==> src/rtl/sid_env_mul_scheduler.sv <==
// rtl/sid_env_mul_scheduler.sv - one shared 8x8 shift-and-add multiplier scaling every SID voice by its envelope
module sid_env_mul_scheduler #(
  parameter int NUM_VOICES = 3,
  parameter int SW         = (NUM_VOICES > 1) ? $clog2(NUM_VOICES) : 1
) (
  input  logic                    clk,
  input  logic                    rst,
  input  logic [NUM_VOICES*8-1:0] wave_in,
  input  logic [NUM_VOICES*8-1:0] env_in,
  input  logic [NUM_VOICES-1:0]   voice_en,
  output logic [NUM_VOICES*8-1:0] voice_out,
  output logic [NUM_VOICES-1:0]   out_valid,
  output logic                    busy,
  output logic [SW-1:0]           slot
);

  typedef enum logic [1:0] {IDLE, LOAD, MUL, STORE} state_t;

  state_t        state, state_nx;
  logic [SW-1:0] ptr;
  logic [SW-1:0] slot_inc;
  logic [7:0]    a_q;
  logic [16:0]   sreg;
  logic [2:0]    step;
  logic [8:0]    acc_sum;
  logic [7:0]    wave_sel, env_sel;
  logic [SW:0]   pick_idle, pick_next;

  // Round-robin search: {found, index} of the first enabled voice at or after start, wrapping.
  function automatic logic [SW:0] pick(input logic [SW-1:0] start, input logic [NUM_VOICES-1:0] en);
    logic [SW:0]           r;
    logic [NUM_VOICES-1:0] t;
    int                    idx;
    r = '0;
    for (int k = NUM_VOICES - 1; k >= 0; k--) begin
      idx = (int'(start) + k) % NUM_VOICES;
      t   = en >> idx;
      if (t[0]) r = {1'b1, SW'(idx)};
    end
    return r;
  endfunction

  always_comb begin
    slot_inc  = SW'((int'(slot) + 1) % NUM_VOICES);
    pick_idle = pick(ptr, voice_en);
    pick_next = pick(slot_inc, voice_en);
    wave_sel  = 8'(wave_in >> (32'd8 * 32'(slot)));
    env_sel   = 8'(env_in >> (32'd8 * 32'(slot)));
    acc_sum   = sreg[16:8] + (sreg[0] ? {1'b0, a_q} : 9'd0);
  end

  always_ff @(posedge clk or posedge rst) begin
    if (rst) state <= IDLE;
    else     state <= state_nx;
  end

  always_comb begin
    state_nx = state;
    case (state)
      IDLE:    if (pick_idle[SW]) state_nx = LOAD;
      LOAD:    state_nx = MUL;
      MUL:     if (step == 3'd7) state_nx = STORE;
      STORE:   state_nx = pick_next[SW] ? LOAD : IDLE;
      default: state_nx = IDLE;
    endcase
  end

  always_ff @(posedge clk or posedge rst) begin
    if (rst) begin
      slot <= '0;
      ptr  <= '0;
      a_q  <= '0;
      sreg <= '0;
      step <= '0;
    end else begin
      case (state)
        IDLE: if (pick_idle[SW]) slot <= pick_idle[SW-1:0];
        LOAD: begin
          a_q  <= wave_sel;
          sreg <= {9'd0, env_sel};
          step <= '0;
        end
        MUL: begin
          sreg <= {1'b0, acc_sum, sreg[7:1]};
          step <= step + 3'd1;
        end
        STORE: begin
          if (pick_next[SW]) slot <= pick_next[SW-1:0];
          else               ptr  <= slot_inc;
        end
        default: ;
      endcase
    end
  end

  // Disable clears the output and wins over a store landing in the same cycle.
  for (genvar i = 0; i < NUM_VOICES; i++) begin : g_voice
    logic [7:0] vout_r;
    logic       vld_r;
    always_ff @(posedge clk or posedge rst) begin
      if (rst) begin
        vout_r <= '0;
        vld_r  <= 1'b0;
      end else begin
        vld_r <= (state == STORE) && voice_en[i] && (slot == SW'(i));
        if (!voice_en[i])                               vout_r <= '0;
        else if ((state == STORE) && (slot == SW'(i))) vout_r <= sreg[15:8];
      end
    end
    assign voice_out[i*8 +: 8] = vout_r;
    assign out_valid[i]        = vld_r;
  end

  assign busy = (state != IDLE);

endmodule

==> config.mk <==
export PLATFORM = sky130hd
export DESIGN_NAME = sid_env_mul_scheduler
export DESIGN_NICKNAME = d
export VERILOG_FILES = /design/src/rtl/sid_env_mul_scheduler.sv
export SDC_FILE = /design/constraint.sdc
export NUM_CORES = 1
export LEC_CHECK = 0
export CAP_MARGIN = 20
export CORE_ASPECT_RATIO = 1.25
export CORE_MARGIN = 3
export CORE_UTILIZATION = 40
export CTS_CLUSTER_SIZE = 24
export DETAILED_ROUTE_END_ITERATION = 10
export PLACE_DENSITY = 0.69
export RECOVER_POWER = 25
export SLEW_MARGIN = 30
export SYNTH_ARGS = -nofsm -noshare
export SYNTH_HDL_FRONTEND = slang
export SYNTH_SLANG_ARGS = --single-unit
==> constraint.sdc <==
create_clock -name clk -period 6.1 [get_ports clk]
set_clock_uncertainty 0.2 [all_clocks]
set_input_delay 1.525 -clock clk [delete_from_list [all_inputs] [get_ports clk]]
set_output_delay 1.525 -clock clk [all_outputs]
set_load 0.02 [all_outputs]
==> Flow_metrics.wiki, run 1 <==
{| class="wikitable"
! Metric !! Value
|-
| Register bit total from synthesis || 60
|-
| Final wirelength || around 8700 microns
|-
| Number of buffers on the longest clock path || 2
|-
| Clk pin slew, worst setup/hold paths || 0.06 ns
|-
| Sort of element at the start of the critical path || input pin
|-
| Number of hold buffers added after CTS || 0
|-
| Clock H-tree levels || 3
|-
| Site Rows || 39
|-
| Outcome || finished clean
|-
| Number of top-level design ports || 83
|-
| Final Hold Fails || 0
|-
| Minimum period implied by the final worst setup slack || around 3.8 ns
|-
| Multi-input logic area || approximately 0.0021 sq mm
|-
| Cell Pwr Density || approximately 460 mW/mm^2
|-
| Sequential Area || between 0.0015 and 0.002 sq mm
|-
| Max_slew headroom || 0.508
|-
| Total instance count after detailed placement || between 500 and 600
|-
| Vias || 3215
|-
| F_max || 261 MHz
|-
| Final-report max-slew violation count || 0
|-
| Post-Layout Inst Area || approximately 0.005 sq mm
|-
| Max rail drop VDD || 0.189 mV
|-
| Vias per std cell || 5.24
|-
| Number of synthesized flops with an enable pin || 0
|-
| Clock tree root driver cell || clkbuf_16
|-
| Transition time of the tightest slew-check pin || 0.738 ns
|-
| Routed metal-1 wirelength || ~3800 microns
|-
| Start-to-end type of the worst setup path || in -> reg
|-
| Number of sinks handled by clock tree synthesis || 60
|-
| Met2 wire length || between 4000 and 5000 microns
|-
| Share of flip-flops with an asynchronous set or reset after synthesis || 1.00
|-
| Weighted congestion reported at the end of routability-driven placement || approximately 0.82
|-
| Worst setup margin || roughly 2.3 ns
|-
| Effective utilization at floorplan || 0.413
|-
| Post-detailed-route wirelength per cell || about 14 microns
|-
| Wire length of the first global-routing pass || ~15000 microns
|-
| Number of antenna violations at the first check in global routing || 0
|-
| Flip-flop cell with the highest count after synthesis || dfrtp_1
|-
| Number of buffers added for setup after CTS || 0
|-
| Fill count || 860
|-
| Final period utilization || 0.629
|-
| CP Cell Sequence || dlygate4sd3_1 > nor2b_1 > o311a_1 > nor4b_2 > a211o_1 > mux2_4
|-
| Placement Setup Slack || between 1.5 and 2 ns
|-
| Sequential area share after synthesis || 0.394
|-
| DIE WIDTH || between 90 and 100 microns
|-
| WP data required || between 6 and 7 ns
|-
| Crit-path max cell delay || between 0.7 and 0.8 ns
|-
| Floorplan Core Area || between 0.009 and 0.01 sq mm
|-
| Setup TNS after final layout || 0 ns
|-
| Initial DRC count || 115
|-
| Largest net degree at the start of global routing || 61
|-
| DRC violation count after routing || 0
|-
| Post-Syn Area per Cell || 9.14 sq um
|-
| Number of buffers created by CTS || 9
|-
| Buf/Inv on CP || 1
|-
| Largest fanout on the critical path || 15
|-
| Detailed route wirelength on metal3 || 509 microns
|-
| Ant. Diodes || 0
|-
| Remaining global-route overflow || 0
|-
| Unrepaired setup endpoints after global routing || no
|-
| Largest delay contributor family on the critical path || buffers and inverters
|-
| Most frequent standard cell in the layout excluding fill and tap cells || clkdlybuf4s50_1
|-
| Class of the most critical hold timing path || reg -> reg
|-
| Drt pass-1 iters || 4
|-
| Gate Count Post-Synth || 417
|-
| Clk Latency, worst-skew pair || between 0.3 and 0.4 ns
|-
| Area growth from synthesis to layout || 30.9%
|-
| Die outline area || approximately 0.011 sq mm
|-
| Share of layout cells above drive strength 1 || 0.0694
|-
| CTS resizes || 0
|-
| Total of warnings raised by yosys || 0
|-
| GRT Total Usage || 0.171
|-
| Max-capacitance violation count || 0
|-
| Utilization after layout || 0.541
|-
| Total number of nets in the final design || 568
|-
| Cell Area, Placed || roughly 0.0047 sq mm
|-
| Half-perimeter wire length after placement || approximately 6400 microns
|-
| Non-filler cells, final || roughly 610
|-
| CTS tree || built
|-
| Die span in y || around 120 microns
|-
| Setup violations, final || 0
|-
| Input/output buffers || about 80
|-
| Critical path's slowest cell || dlygate4sd3_1
|-
| Number of routed nets with antenna violations || 0
|-
| Uppermost layer routed || met4
|-
| Number of global-route vias before repair || ~3.2k
|-
| Number of nets produced by synthesis || 500
|-
| Standby leakage power || around 2.2 nW
|-
| Data arrival, critical path || about 3.8 ns
|-
| Worst Setup End Kind || register
|-
| Post-synth design cell area || ~0.0038 sq mm
|-
| Post-synth cell types || 53
|-
| Commonest cells after routing, fill and taps aside || clkdlybuf4s50_1, dfrtp_1, nand2_1, a21oi_1, ha_1
|}
cells in the mapped netlist, drive strengths merged, types with 2 or more instances:
master | n | area, sq um
a21o | 3 | 22.5
nand3b | 3 | 22.5
a21boi | 17 | 128
a221oi | 7 | 61.3
clkbuf | 19 | 71.3
or2 | 2 | 12.5
dfrtp | 60 | 1500
ha | 29 | 363
xor2 | 3 | 26.3
nor2b | 10 | 62.6
nand2 | 48 | 180
o2bb2ai | 8 | 70.1
xnor2 | 3 | 26.3
and2 | 10 | 62.6
a211o | 2 | 17.5
o211ai | 3 | 22.5
a31oi | 2 | 12.5
o31ai | 6 | 45.0
o21ai | 15 | 75.1
nand2b | 5 | 31.3
nor2 | 25 | 93.8
a21oi | 30 | 150
nand3 | 28 | 140
mux2 | 10 | 116
inv | 22 | 82.6
and3 | 2 | 12.5
buf | 9 | 50.1
mux2i | 19 | 190
through the flow:
stage | hold WS (ns) | total power, mW
3_5_place_dp | 0.277 | 1.77
4_1_cts | 0.289 | 2.29
6_report | 0.285 | 2.28
3_3_place_gp | 0.268 | 1.73
2_1_floorplan | 0.252 | 1.49
5_1_grt | 0.323 | 2.47
cell type report:
type,instances,area share
multi-input cells,307,0.422
flip-flops and latches,60,0.301
repair buffers,85,0.169
clock buffers,9,0.0451
well taps,123,0.0309
inverters,22,0.0166
clock inverters,7,0.0150
per-layer routing:
metal  global-route usage  vias up
met1                0.205     1508
li1                     -     1599
met3               0.0478       10
met4               0.0489        0
met5                    0        -
met2                0.299       98
sequential cells by signal, indices dropped and copies added, names as in the netlist:
name,count
sreg,16
state,2
g_voice.vout_r,24
a_q,8
ptr,2
step,3
g_voice.vld_r,3
slot,2
cells by family (layout without fill, tap and decap cells):
| logic type | Yosys count | after routing | share of synthesized area |
|---|---|---|---|
| buffers and inverters | 50 | 123 | 0.0535 |
| AOI/OAI and AO/OA | 102 | 102 | 0.180 |
| muxes | 29 | 29 | 0.0805 |
| and+or+nand+nor | 140 | 140 | 0.178 |
| xor gates and xnor gates | 6 | 6 | 0.0138 |
| DFF | 60 | 60 | 0.394 |
| adders and majority gates | 30 | 30 | 0.100 |
power breakdown:
group          leakage, nW  total (mW)  switching [mW]  internal [mW]
Clock                0.150       0.503           0.186          0.318
Combinational         1.23        1.15           0.655          0.490
Sequential           0.789       0.627           0.113          0.514
path summary, 6_finish.rpt:
kind	cells past startpoint	slack (ns)	from	end
setup reg to reg	8	2.92	slot[1]	slot[0]
min in group asynchronous	3	1.65	rst	state[1]
hold / removal	2	0.28	sreg[2]	sreg[2]
max in group asynchronous	3	3.56	rst	g_voice[0].vout_r[1]
hold reg to reg	2	0.28	sreg[2]	sreg[2]
setup / recovery	6	2.27	voice_en[0]	slot[0]
worst reg2reg max path, stage by stage, from the launching register on:
cell and delay [ns]:
dfrtp_1 0.66, inv_2 0.25, ha_1 0.48, nand2b_1 0.20, a21boi_1 0.27, a21oi_1 0.09
nor4b_2 0.38, a211o_1 0.24, mux2_4 0.31
No activity file was read; power rests on OpenSTA's default activity.
==> run 2: changes to the inputs <==
==> constraint.sdc (replaced) <==
create_clock -name clk -period 3.6 [get_ports clk]
set_clock_uncertainty 0.2 [all_clocks]
set_input_delay 0.9 -clock clk [delete_from_list [all_inputs] [get_ports clk]]
set_output_delay 0.9 -clock clk [all_outputs]
set_load 0.02 [all_outputs]
==> Flow_metrics.wiki, run 2 (synthesized netlist as in run 1, its figures left out) <==
{| class="wikitable"
! Metric !! Value
|-
| Outcome || finished clean
|-
| Proportion of total power due to net switching || 0.405
|-
| WP data required || 3.61 ns
|-
| Number of global-route vias before repair || approximately 3.2k
|-
| Worst Setup End Kind || register
|-
| Worst Min Path Start || sreg[2]
|-
| Worst Hold Path Cells || 2
|-
| Weighted congestion reported at the end of routability-driven placement || 0.849
|-
| Total number of nets in the final design || 574
|-
| Hold Crit Endpoint || sreg[2]
|-
| Vias || roughly 3.2k
|-
| Largest registers || g_voice.vout_r: 24 flops, sreg: 16 flops, a_q: 8 flops
|-
| Highest-utilization routing layer at the global route stage || met2
|-
| Final-report max-slew violation count || 0
|-
| Number of flip-flops in the largest register || 24
|-
| Worst flop-to-flop path startpoint || ptr[1]
|-
| Site Rows || 39
|-
| Worst-case hold slack || 0.287 ns
|-
| Top register by number of flip-flops || g_voice.vout_r
|-
| Final wirelength || 8480 microns
|-
| Minimum period implied by the final worst setup slack || between 3 and 4 ns
|-
| Fill count || 825
|-
| Number of hold buffers added after CTS || 0
|-
| Initial DRC count || ~140
|-
| Number of buffers on the longest clock path || 2
|-
| Setup violations, final || 0
|-
| Routing usage on met2 || 0.299
|-
| Area growth from synthesis to layout || 32.3%
|-
| Clk Latency, worst-skew pair || 0.32 ns
|-
| Total power consumption of the routed design || ~3.9 mW
|-
| Commonest cells after routing, fill and taps aside || clkdlybuf4s50_1, dfrtp_1, nand2_1, a21oi_1, ha_1
|-
| Class of the most critical hold timing path || reg -> reg
|-
| Largest fanout on the critical path || 7
|-
| DRC violation count after routing || 0
|-
| Number of sinks handled by clock tree synthesis || 60
|-
| Comb pwr share || 0.501
|-
| Largest net degree at the start of global routing || 28
|-
| Clk pin slew, worst setup/hold paths || approximately 0.050 ns
|-
| Die span in y || about 120 microns
|-
| Number of antenna violations at the first check in global routing || 0
|-
| Number of top-level design ports || 83
|-
| Sort of element at the start of the critical path || register
|-
| Share of layout cells above drive strength 1 || 0.0726
|-
| Unrepaired setup endpoints after global routing || no
|-
| Number of buffers added for setup after CTS || 0
|-
| Cell Area, Placed || 0.00473 sq mm
|-
| Vias per std cell || between 5 and 6
|-
| Switching Power || roughly 1.6 mW
|-
| Wire length of the first global-routing pass || 14500 microns
|-
| Number of routed nets with antenna violations || 0
|-
| CTS resizes || 0
|-
| Met1 track utilization from global routing || 0.198
|-
| Clock tree root driver cell || clkbuf_16
|-
| Internal power || roughly 2.3 mW
|-
| Input/output buffers || approximately 80
|-
| CTS tree || built
|-
| Register-to-Register Setup Slack || ~0.56 ns
|-
| Number of buffers created by CTS || 9
|-
| Effective utilization at floorplan || 0.413
|-
| Floorplan Core Area || 0.00922 sq mm
|-
| Clock H-tree levels || 3
|-
| Clock network power share || 0.231
|-
| Max_slew headroom || 0.319
|-
| Cell Pwr Density || between 700 and 800 mW/mm^2
|-
| Transition time of the tightest slew-check pin || between 1 and 1.5 ns
|-
| Final period utilization || 0.844
|-
| Half-perimeter wire length after placement || ~6500 microns
|-
| Post-Layout Inst Area || 0.00504 sq mm
|-
| Post-detailed-route wirelength per cell || 13.7 microns
|-
| Max-capacitance violation count || 0
|-
| Data arrival, critical path || 3.05 ns
|-
| Ant. Diodes || 0
|-
| F_max || between 300 and 400 MHz
|-
| Start-to-end type of the worst setup path || reg -> reg
|-
| Worst Reg-to-Reg Cells || 10
|-
| Most frequent standard cell in the layout excluding fill and tap cells || clkdlybuf4s50_1
|-
| Drt pass-1 iters || 4
|-
| Reg-to-Reg End || slot[0]
|-
| Remaining global-route overflow || 0
|-
| Die outline area || roughly 0.011 sq mm
|-
| Standby leakage power || between 2 and 2.5 nW
|-
| DIE WIDTH || slightly above 90 microns
|-
| GRT Total Usage || 0.169
|-
| Sequential share of power || 0.267
|-
| Final Hold Fails || 0
|-
| Fraction of met3 tracks used by global routing || 0.0406
|-
| Setup TNS after final layout || 0 ns
|-
| Max rail drop VDD || about 0.36 mV
|}
[run 2: per-stage QoR]
| step | utilization | worst slack, ns | cells |
|---|---|---|---|
| after floorplan | - | 0.318 | 417 |
| after CTS | 0.547 | 0.552 | 619 |
| after global routing | 0.546 | 0.360 | 619 |
| after global placement | 0.513 | 0.435 | 603 |
| after detailed placement | 0.513 | 0.359 | 603 |
| final | 0.546 | 0.562 | 619 |
[run 2: layout make-up]
type | count | area (sq um) | area share
Sequential cell | 60 | 1500 | 0.298
Inverter | 22 | 82.6 | 0.0164
Tap cell | 123 | 154 | 0.0305
Clock inverter | 6 | 88.8 | 0.0176
Timing Repair Buffer | 91 | 877 | 0.174
Clock buffer | 10 | 229 | 0.0454
Multi-Input combinational cell | 307 | 2110 | 0.418
[run 2: worst max-delay path by stage]
stage	start	end	slack, ns	depth (start not counted)
after floorplan	slot[0]	slot[0]	0.32	11
after global placement	voice_en[0]	slot[0]	0.44	6
after detailed placement	voice_en[0]	slot[0]	0.36	6
after CTS	ptr[1]	slot[0]	0.55	10
after global routing	ptr[1]	slot[0]	0.36	10
final	ptr[1]	slot[0]	0.56	10
[run 2: metal layers]
layer / up-vias / part of all wire / wire, microns
li1: 1612 / - / -
met1: 1475 / 0.41 / 3510
met2: 104 / 0.51 / 4350
met3: 10 / 0.062 / 525
met4: 0 / 0.011 / 92
met5: - / 0 / 0
[run 2: power by group through the flow]
stage	clock network, mW	logic [mW]	registers, mW
floorplan	0	1.51	1.02
detailed placement	0	1.95	1.05
finish	0.903	1.96	1.04
global route	0.945	2.22	1.07
CTS	0.923	1.97	1.04
global placement	0	1.91	1.05
[run 2: critical path, stage by stage (launching register included)]
cell and delay (ns):
dfrtp_1 0.44, inv_1 0.11, ha_1 0.36, nand3b_1 0.19
ha_1 0.29, nand3b_1 0.16, mux2i_1 0.21, nand2_1 0.15
and4_4 0.21, a211o_1 0.30, mux2_4 0.30
